<file path="config.mk">
export PLATFORM = sky130hd
export DESIGN_NAME = fetch_stage_unit
export DESIGN_NICKNAME = d
export VERILOG_FILES = /design/src/rtl/fetch_stage_unit.sv
export SDC_FILE = /design/constraint.sdc
export NUM_CORES = 1
export LEC_CHECK = 0
export ABC_AREA = 1
export ABC_CLOCK_PERIOD_IN_PS = 3610
export BUFFER_PORTS_ARGS = -buffer_cell sky130_fd_sc_hd__buf_4
export CELL_PAD_IN_SITES_DETAIL_PLACEMENT = 0
export CELL_PAD_IN_SITES_GLOBAL_PLACEMENT = 2
export CORE_MARGIN = 5
export CORE_UTILIZATION = 31
export CTS_CLUSTER_DIAMETER = 200
export DETAILED_ROUTE_END_ITERATION = 10
export PLACE_DENSITY_LB_ADDON = 0.1
export SETUP_SLACK_MARGIN = 0.02
export SKIP_CTS_REPAIR_TIMING = 1
export SLEW_MARGIN = 20
export SYNTH_ARGS = -nofsm -noshare
export SYNTH_HDL_FRONTEND = slang
export SYNTH_SLANG_ARGS = --single-unit
</file>
<file path="constraint.sdc">
create_clock -name clk -period 3.61 [get_ports clk]
set_input_delay 0.5415 -clock clk [delete_from_list [all_inputs] [get_ports clk]]
set_output_delay 0.5415 -clock clk [all_outputs]
set_load 0.05 [all_outputs]
</file>
<file path="src/rtl/fetch_stage_unit.sv">
// Instruction-fetch stage with IF/ID register and a one-entry skid buffer for frozen cycles.
// Optional FETCH_PERF_CNT_EN adds stall/wait/flush event counters.
module fetch_stage_unit #(
  parameter int          ADDR_W   = 32,
  parameter int          DATA_W   = 32,
  parameter int unsigned PC_INC   = 4,
  parameter int unsigned RESET_PC = 0
) (
  input  logic              clk,
  input  logic              rst,
  input  logic              freeze,
  input  logic              branch_taken,
  input  logic [ADDR_W-1:0] branch_addr,
  output logic              imem_req,
  output logic [ADDR_W-1:0] imem_addr,
  input  logic [DATA_W-1:0] imem_rdata,
  input  logic              imem_ready,
  output logic [ADDR_W-1:0] id_pc,
  output logic [DATA_W-1:0] id_instr,
  output logic              id_valid
`ifdef FETCH_PERF_CNT_EN
  ,
  output logic [31:0]       stall_cnt,
  output logic [31:0]       wait_cnt,
  output logic [31:0]       flush_cnt
`endif
);

  localparam logic [ADDR_W-1:0] INC   = ADDR_W'(PC_INC);
  localparam logic [ADDR_W-1:0] PC_RV = ADDR_W'(RESET_PC);

  typedef enum logic {
    FETCH    = 1'b0,
    BUFFERED = 1'b1
  } state_t;

  state_t            state;
  logic [ADDR_W-1:0] pc;
  logic [ADDR_W-1:0] pc_next;
  logic [ADDR_W-1:0] buf_pc;
  logic [DATA_W-1:0] buf_instr;

  // Memory handshake: a request is live whenever imem_req=1; imem_ready marks
  // the cycle in which imem_rdata carries the word for imem_addr. A request can
  // be abandoned by a redirect, so the memory must not assume completion.
  assign imem_req  = (state == FETCH);
  assign imem_addr = pc;
  assign pc_next   = pc + INC;

  always_ff @(posedge clk) begin
    if (rst) begin
      state     <= FETCH;
      pc        <= PC_RV;
      id_pc     <= '0;
      id_instr  <= '0;
      id_valid  <= 1'b0;
      buf_pc    <= '0;
      buf_instr <= '0;
    end else if (branch_taken) begin
      // Redirect drops the IF/ID word, the skid buffer and any same-cycle response.
      state     <= FETCH;
      pc        <= branch_addr;
      id_pc     <= '0;
      id_instr  <= '0;
      id_valid  <= 1'b0;
      buf_pc    <= '0;
      buf_instr <= '0;
    end else begin
      case (state)
        FETCH: begin
          if (imem_ready) begin
            pc <= pc_next;
            if (freeze) begin
              buf_pc    <= pc_next;
              buf_instr <= imem_rdata;
              state     <= BUFFERED;
            end else begin
              id_pc    <= pc_next;
              id_instr <= imem_rdata;
              id_valid <= 1'b1;
            end
          end else if (!freeze) begin
            id_pc    <= '0;
            id_instr <= '0;
            id_valid <= 1'b0;
          end
        end
        BUFFERED: begin
          if (!freeze) begin
            id_pc    <= buf_pc;
            id_instr <= buf_instr;
            id_valid <= 1'b1;
            state    <= FETCH;
          end
        end
        default: state <= FETCH;
      endcase
    end
  end

`ifdef FETCH_PERF_CNT_EN
  always_ff @(posedge clk) begin
    if (rst) begin
      stall_cnt <= '0;
      wait_cnt  <= '0;
      flush_cnt <= '0;
    end else begin
      if (freeze && !branch_taken) stall_cnt <= stall_cnt + 32'd1;
      if (state == FETCH && !imem_ready) wait_cnt <= wait_cnt + 32'd1;
      if (branch_taken) flush_cnt <= flush_cnt + 32'd1;
    end
  end
`endif

endmodule

</file>
; After elaboration in Yosys (flattened, before gate mapping)
; Cells that the tools add are included.
[totals]
reg_bits = 162
ramBits = 0
input_bits = 69
latchBits = 0
rom_bits = 0
out_inout_bits = 98
n_memories = 0
[classes]
addsub = 1
muxes = 19
n_div = 0
n_eq_ne = 4
multipliers = 0
shift = 0
magnitude_cmp = 0
bitwise = 1
n_reduce_logical = 5
[op_table]
columns = op, n
row1 = $mux W32, 10
row2 = $pmux W32 S2, 2
row3 = $add A32 B3 Y32 const B, 1
row4 = $ne A2 B2 Y1 const B, 3
row5 = $mux W1, 5
row6 = $pmux W1 S2, 2
row7 = $reduce_and A2 Y1, 2
row8 = $ne A3 B2 Y1 const B, 1
row9 = $reduce_and A3 Y1, 1
row10 = $reduce_bool A2 Y1, 1
row11 = $reduce_or A2 Y1, 1
row12 = $not A1 Y1, 1

; Longest topological paths before layout
; Gate-level depths: netlist of the first run.
[logic_depth]
ltp_word = 4
ltp_mapped = 10
ltp_nobuf = 10

; Worst setup path before layout of the first run
; OpenSTA, ideal clock, no wires.
[synth_timing]
kind = reg2reg
start = reg pc[2], in the netlist imem_addr[2]
end = reg buf_pc[20]
n_path_buf = 0
setup_time_ns = 0.115
path_slack_ns = 1.682
arrival_time_ns = 1.812
stages_incl_launch_ff = 11
period_less_slack_ns = 1.928
cell_sequence = dfxtp_1 -> ha_1 -> nand2_2 -> nor2_4 -> nand2_4 -> nor2_4 -> nand2_1 -> nand2_1 -> nand2_1 -> o21ai_0 -> inv_1
[synth_between]
elab_chain_len = 1
[synth_lines]
columns = element, line
row1 = "start, declared", 38  ; logic [ADDR_W-1:0] pc;
row2 = "start signal, assigned", 62  ; pc <= branch_addr;
row3 = "start signal, assigned", 72  ; pc <= pc_next;
row4 = $add A32 B3 Y32, 48  ; assign pc_next = pc + INC;
row5 = "end signal, assigned", 74  ; buf_pc <= pc_next;
row6 = "end, declared", 40  ; logic [ADDR_W-1:0] buf_pc;
; Every way passes these cells.
; A chain may end at the register's enable or synchronous reset.

; Final worst setup path of the first run
[layout_timing]
start = in branch_taken
end = reg buf_pc[2]
[layout_between]
elab_chain_len = 1
[layout_lines]
columns = element, line
row1 = "start, declared", 12  ; input logic branch_taken,
row2 = $reduce_or A2 Y1 (no source line), n/a
; Every way passes these cells.

==> results by group, run 1 <==
Outcome
  • Status: finished, final reports clean

Place
  • Gpl congestion: 0.780
  • Post-DP HPWL: 15.7 mm
  • Buffers added on ports: 166

Timing
  • Clock skew: 0.0110 ns
  • RSZ-0062 raised after global routing: false
  • Fmax: 518 MHz
  • Total negative setup slack: 0 ns
  • Max-slew violations: 0
  • Fin crit period: 1.93 ns
  • Worst-Margin Slew: 0.904 ns
  • Fin crit share: 53.5%
  • Max_slew headroom: 39.6%
  • Final Hold Vio Count: 0
  • # setup viols final: 0

Power
  • Power Total: 4.52 mW
  • Pleak: 4.01 nW
  • Power Density: 488 mW/mm^2
  • VDD IR max: 224 uV

Critical path
  • CP max stage delay: 0.53 ns
  • Worst Setup Path Type: in2reg
  • CP Data Arrival Time: 2.27 ns
  • Critical path origin: branch_taken
  • Critical path launch point type: input port
  • WP data required: 3.95 ns
  • CP most frequent cell: buf_4
  • Top delay family on crit path: buffers and inverters
  • Reg2reg start: imem_addr[2]
  • Sequence of cells on the critical path: buf_4, nor2_4, clkinv_2, buf_4, a211oi_1
  • Worst-path fanout max: 32
  • Crit end category: flip-flop
  • Buffer and inverter count on the worst path: 3
  • Crit-path slowest cell: nor2_4

Routing
  • Post-DR vias/cell: 4.78
  • Starting DRT DRC Count: 311
  • DR vias: 6,989
  • WL final: 24.3 mm
  • DRT Pass-1 Iters: 4
  • DRC: 0
  • Drt wl/cell: 16.7 um
  • Routed Antenna Nets: 0

GRT
  • M1 GR Usage: 24.1%
  • Global route hottest layer: met2
  • Gr ovfl total: 0
  • Largest net degree at the start of global routing: 68
  • First-pass GRT wire length: 39.0 mm
  • Initial antenna violation count: 0
  • Total track usage: 18.6%
  • GRT met2 Usage: 30.5%
  • Met3 GRT Util: 4.85%
  • Vias in the first global route: 7,130

Layout
  • Multi-input logic area: 0.00342 mm^2
  • Final nets: 1,234
  • Sequential cell area: 0.00324 mm^2
  • # fillers: 2,474
  • Area grow syn2layout: 28.7%
  • Share of layout cells above drive strength 1: 20.6%
  • Number of diodes: 0

Synthesis
  • Main synth FF type: dfxtp_1
  • Count of cell types in the netlist: 29
  • FF+latch count, synth: 162
  • Register area share after synthesis: 45.1%
  • Synth warnings: 0
  • Post-synthesis cell area: 0.00719 mm^2
  • EDFF count, synth: 0
  • Syn_nets: 1,104
  • Cells after synthesis: 1,034
  • Commonest cells in the netlist: nand2_1 (271), a21oi_1 (162), dfxtp_1 (162)
  • Syn_area_per_cell: 6.95 um^2
  • Post-synth ARST share: 0%
  • Most common cell in the synthesized netlist: nand2_1
  • Cell taking the most area after synthesis: dfxtp_1
  • Post-synth top area share: 45.1%
  • Top post-synthesis cells by area: dfxtp_1 (45%), nand2_1 (14%), a21oi_1 (11%)

Floorplanning
  • I/O pin total: 167
  • Die height: 162 um
  • Starting density of the core: 31.7%
  • Die Area: 0.0263 mm^2
  • Width of the die: 162 um
  • Num rows: 55
  • CORE AREA: 0.0227 mm^2

Clock tree
  • Reg clk slew, reported paths: 0.07 ns
  • Clk root buf: clkbuf_16
  • Sink Count: 162
  • H-tree depth: 4
  • CTS tree: built
  • CTS Buf Count: 17
  • Clock latency on the worst-skew pair: 0.43 ns
  • Max clock buf depth: 2

Job
  • Number of max-cap violations: 0

Min path
  • Worst Min Path Start: branch_addr[2]
  • HP Class: in2reg
## where the power goes
group | leakage, nW | total, mW | internal [mW] | switching, mW
registers | 1.32 | 1.91 | 1.85 | 0.0595
clock network | 0.309 | 1.96 | 1.12 | 0.846
logic | 2.38 | 0.641 | 0.198 | 0.444
total | 4.01 | 4.52 | 3.17 | 1.35
## cells in the final DEF, fill, tap and decap left out, types with 2 or more instances in the layout
cell type / instances
xor2_1: 12
inv_2: 5
nand2_2: 6
buf_4: 177
o21ai_2: 2
clkbuf_16: 17
inv_1: 65
bufinv_16: 3
nand2_1: 271
a21oi_2: 2
inv_8: 5
o21ai_0: 122
xor2_2: 3
o21ai_1: 25
nand3_1: 19
inv_6: 3
dfxtp_1: 161
a21oi_1: 162
a211oi_1: 2
and2_1: 2
clkinv_2: 3
nor2_4: 7
nor2_2: 4
nor2_1: 88
## layer usage
metal  vias to the layer above  wire [um]
met5                         -          0
met4                         0        369
met3                        29       1380
met2                       150      11300
met1                      3204      11300
li1                       3606          -
## registers in the layout, indices dropped and copies added (netlist names)
signal and count:
state 1, id_pc 32, imem_addr 32, buf_pc 32, buf_instr 32, id_instr 32
id_valid 1
## cell families after synthesis
kind of cell	share of synthesized area [%]
flip-flops	45.1
AO/OA/AOI/OAI	22.5
XOR/XNOR	2.14
buffers and inverters	7.55
AND/OR/NAND/NOR	22.5
adder cells (fa/ha/maj)	0.174
## stage by stage
step           hold WS (ns)  utilization [%]  setup WS (ns)  cell area, um^2  std cells
3_5_place_dp          0.452             38.0           1.19             8630       1430
6_report              0.335             40.8           1.68             9260       1462
4_1_cts               0.318             40.8           1.65             9260       1462
2_1_floorplan         0.441                -           1.68             7190       1034
3_3_place_gp          0.449             38.0           1.20             8630       1430
5_1_grt               0.327             40.8           1.49             9260       1462
## path summary, 6_finish.rpt
kind / end / slack [ns] / cells past startpoint
setup / recovery: buf_pc[2] / 1.68 / 5
hold / removal: imem_addr[2] / 0.33 / 3
setup reg to reg: id_pc[16] / 1.71 / 8
hold reg to reg: buf_instr[26] / 0.46 / 2
## final cells by class
class                      instances  area share, %
sequential                       162           35.1
inverter                          71           2.89
clock buffer                      18           4.64
multi-input combinational        734           36.9
timing repair buffer             178           14.6
tap                              285           3.85
clock inverter                    14           2.07
## tightest hold or removal path: stages
cell and delay, ns:
buf_4 0.08, o211ai_1 0.07, inv_1 0.05
Note: power is estimated with default switching activity, not from simulation.
==> run 2, diff against run 1 <==
--- a/config.mk
+++ b/config.mk
@@ -6,12 +6,12 @@
 export NUM_CORES = 1
 export LEC_CHECK = 0
 export ABC_AREA = 1
-export ABC_CLOCK_PERIOD_IN_PS = 3610
+export ABC_CLOCK_PERIOD_IN_PS = 1900
 export BUFFER_PORTS_ARGS = -buffer_cell sky130_fd_sc_hd__buf_4
 export CELL_PAD_IN_SITES_DETAIL_PLACEMENT = 0
 export CELL_PAD_IN_SITES_GLOBAL_PLACEMENT = 2
 export CORE_MARGIN = 5
-export CORE_UTILIZATION = 31
+export CORE_UTILIZATION = 29
 export CTS_CLUSTER_DIAMETER = 200
 export DETAILED_ROUTE_END_ITERATION = 10
 export PLACE_DENSITY_LB_ADDON = 0.1
==> constraint.sdc (replaced) <==
create_clock -name clk -period 1.9 [get_ports clk]
set_input_delay 0.285 -clock clk [delete_from_list [all_inputs] [get_ports clk]]
set_output_delay 0.285 -clock clk [all_outputs]
set_load 0.05 [all_outputs]
==> results by group, run 2 (synthesis results as in run 1) <==
Outcome
  • Status: finished, final reports clean (unchanged)

Power
  • Pleak: 4.16 nW (was 4.01 nW)
  • Net switching power: 2.58 mW (was 1.35 mW)
  • Power Density: 908 mW/mm^2 (was 488 mW/mm^2)
  • Flop pwr share: 41.8% (was 42.3%)
  • Clock share of power: 43.1% (was 43.5%)
  • VDD IR max: 474 uV (was 224 uV)
  • Gate power share: 15.1% (was 14.2%)
  • Int Pwr: 6.11 mW (was 3.17 mW)
  • Power Total: 8.69 mW (was 4.52 mW)
  • Sw frac: 29.7% (was 29.8%)

Timing
  • Worst-Margin Slew: 0.869 ns (was 0.904 ns)
  • Fin crit period: 1.68 ns
  • Total negative setup slack: 0 ns (unchanged)
  • Fmax: 596 MHz
  • Clock skew: 0.00732 ns (was 0.0110 ns)
  • RSZ-0062 raised after global routing: false (unchanged)
  • Max_slew headroom: 42.1% (was 39.6%)
  • Final hold slack: 0.0923 ns (was 0.335 ns)
  • Max-slew violations: 0 (unchanged)
  • # setup viols final: 0 (unchanged)
  • Final setup margin: 0.221 ns (was 1.68 ns)
  • Final Hold Vio Count: 0 (unchanged)
  • Fin crit share: 88.4%

Critical path
  • CP max stage delay: 0.38 ns (was 0.53 ns)
  • Critical path depth: 8 (was 5)
  • R2R depth: 8 (unchanged)
  • Crit-path slowest cell: dfxtp_2 (was nor2_4)
  • Sequence of cells on the critical path: ha_1, nand2_2, nor2_4, nand2_2, nor2_2, xor2_1, nand2_1, a21oi_1 (was buf_4, nor2_4, clkinv_2, buf_4, a211oi_1)
  • Buffer and inverter count on the worst path: 0 (was 3)
  • Worst Setup Path Type: reg2reg (was in2reg)
  • Worst-path fanout max: 6 (was 32)
  • Top delay family on crit path: simple AND/OR/NAND/NOR gates (was buffers and inverters)
  • CP most frequent cell: nand2_2 (was buf_4)
  • CP Data Arrival Time: 2.04 ns (was 2.27 ns)
  • WP data required: 2.26 ns (was 3.95 ns)
  • Critical path launch point type: flip-flop (was input port)
  • Crit end category: flip-flop (unchanged)

Routing
  • DRC: 0 (unchanged)
  • Starting DRT DRC Count: 313 (was 311)
  • DRT Pass-1 Iters: 5 (was 4)
  • Post-DR vias/cell: 4.70 (was 4.78)
  • Routed Antenna Nets: 0 (unchanged)
  • WL final: 26.4 mm (was 24.3 mm)
  • Drt wl/cell: 17.3 um (was 16.7 um)
  • DR vias: 7,157 (was 6,989)

Clock tree
  • Clock latency on the worst-skew pair: 0.42 ns (was 0.43 ns)
  • CTS tree: built (unchanged)
  • CTS Buf Count: 17 (unchanged)
  • H-tree depth: 4 (unchanged)
  • Reg clk slew, reported paths: 0.07 ns (about the same)
  • Max clock buf depth: 2 (unchanged)
  • Sink Count: 162 (unchanged)
  • Clk root buf: clkbuf_16 (unchanged)

GRT
  • Initial antenna violation count: 0 (unchanged)
  • Gr ovfl total: 0 (unchanged)
  • First-pass GRT wire length: 42.1 mm (was 39.0 mm)
  • Largest net degree at the start of global routing: 66 (was 68)
  • Total track usage: 18.7% (was 18.6%)
  • Vias in the first global route: 7,346 (was 7,130)

Place
  • Placed Area: 0.00893 mm^2 (was 0.00863 mm^2)
  • Placed Cells: 1,492 (was 1,430)
  • Pre-CTS WS: 0.134 ns (was 1.19 ns)
  • Post-DP HPWL: 17.6 mm (was 15.7 mm)
  • Buffers added on ports: 166 (unchanged)
  • Gpl congestion: 0.775 (was 0.780)

Layout
  • Leading cell type in the layout, fill and taps excluded: nand2_1 (unchanged)
  • Fin util: 39.2% (was 40.8%)
  • Finished Layout Cells: 1,524 (was 1,462)
  • # fillers: 2,683 (was 2,474)
  • Share of layout cells above drive strength 1: 22.5% (was 20.6%)
  • Area grow syn2layout: 33.0% (was 28.7%)
  • Most frequent cells in the layout: nand2_1 (271), buf_4 (194), a21oi_1 (162) (was nand2_1 (271), buf_4 (177), a21oi_1 (162))
  • Post-route cell area: 0.00957 mm^2 (was 0.00926 mm^2)
  • Final nets: 1,257 (was 1,234)
  • Number of diodes: 0 (unchanged)

Min path
  • Hold Path Stages: 3 (unchanged)
  • HP Class: in2reg (unchanged)

Floorplanning
  • Die Area: 0.0280 mm^2 (was 0.0263 mm^2)
  • Starting density of the core: 29.5% (was 31.7%)
  • CORE AREA: 0.0244 mm^2 (was 0.0227 mm^2)
  • Die height: 167 um (was 162 um)
  • I/O pin total: 167 (unchanged)
  • Num rows: 57 (was 55)
  • Width of the die: 167 um (was 162 um)

Job
  • Number of max-cap violations: 0 (unchanged)
run 2: changes by cell type in the layout (fill, tap and decap cells not counted), sizes merged:
cell    before  now
clkinv       4    3
buf        178  201
inv         78   79
run 2: worst min-delay path: stages:
cell and delay, ns:
buf_4 0.08, nor2_1 0.03, nor2_1 0.08
run 2: area by class of cell:
cell class | instances | area [um^2] | area share (%)
clock buffer | 18 | 439 | 4.59
clock inverter | 14 | 190 | 1.99
inverter | 71 | 267 | 2.79
multi-input combinational | 734 | 3420 | 35.7
sequential | 162 | 3250 | 34.0
tap | 324 | 405 | 4.24
timing repair buffer | 201 | 1600 | 16.7
run 2: final timing paths:
| kind | start | end | slack, ns |
|---|---|---|---|
| worst min register to register | buf_instr[0] | buf_instr[0] | 0.46 |
| worst max-delay path | imem_addr[2] | id_pc[16] | 0.22 |
| worst min-delay path | branch_addr[1] | imem_addr[1] | 0.09 |
| worst max register to register | imem_addr[2] | id_pc[16] | 0.22 |
run 2: per-layer routing:
metal	GRT usage (%)	part of all wire (%)
met5	0	0
met4	4.02	0.86
met3	3.77	4.6
met2	30.9	46
met1	25.4	48
run 2: power groups by stage:
stage,combinational [mW],sequential [mW],clock (mW)
floorplan,0.476,4.00,0
detailed placement,1.33,3.71,0
global placement,1.33,3.71,0
CTS,1.33,3.63,3.85
finish,1.31,3.63,3.74
global route,1.43,3.65,4.00
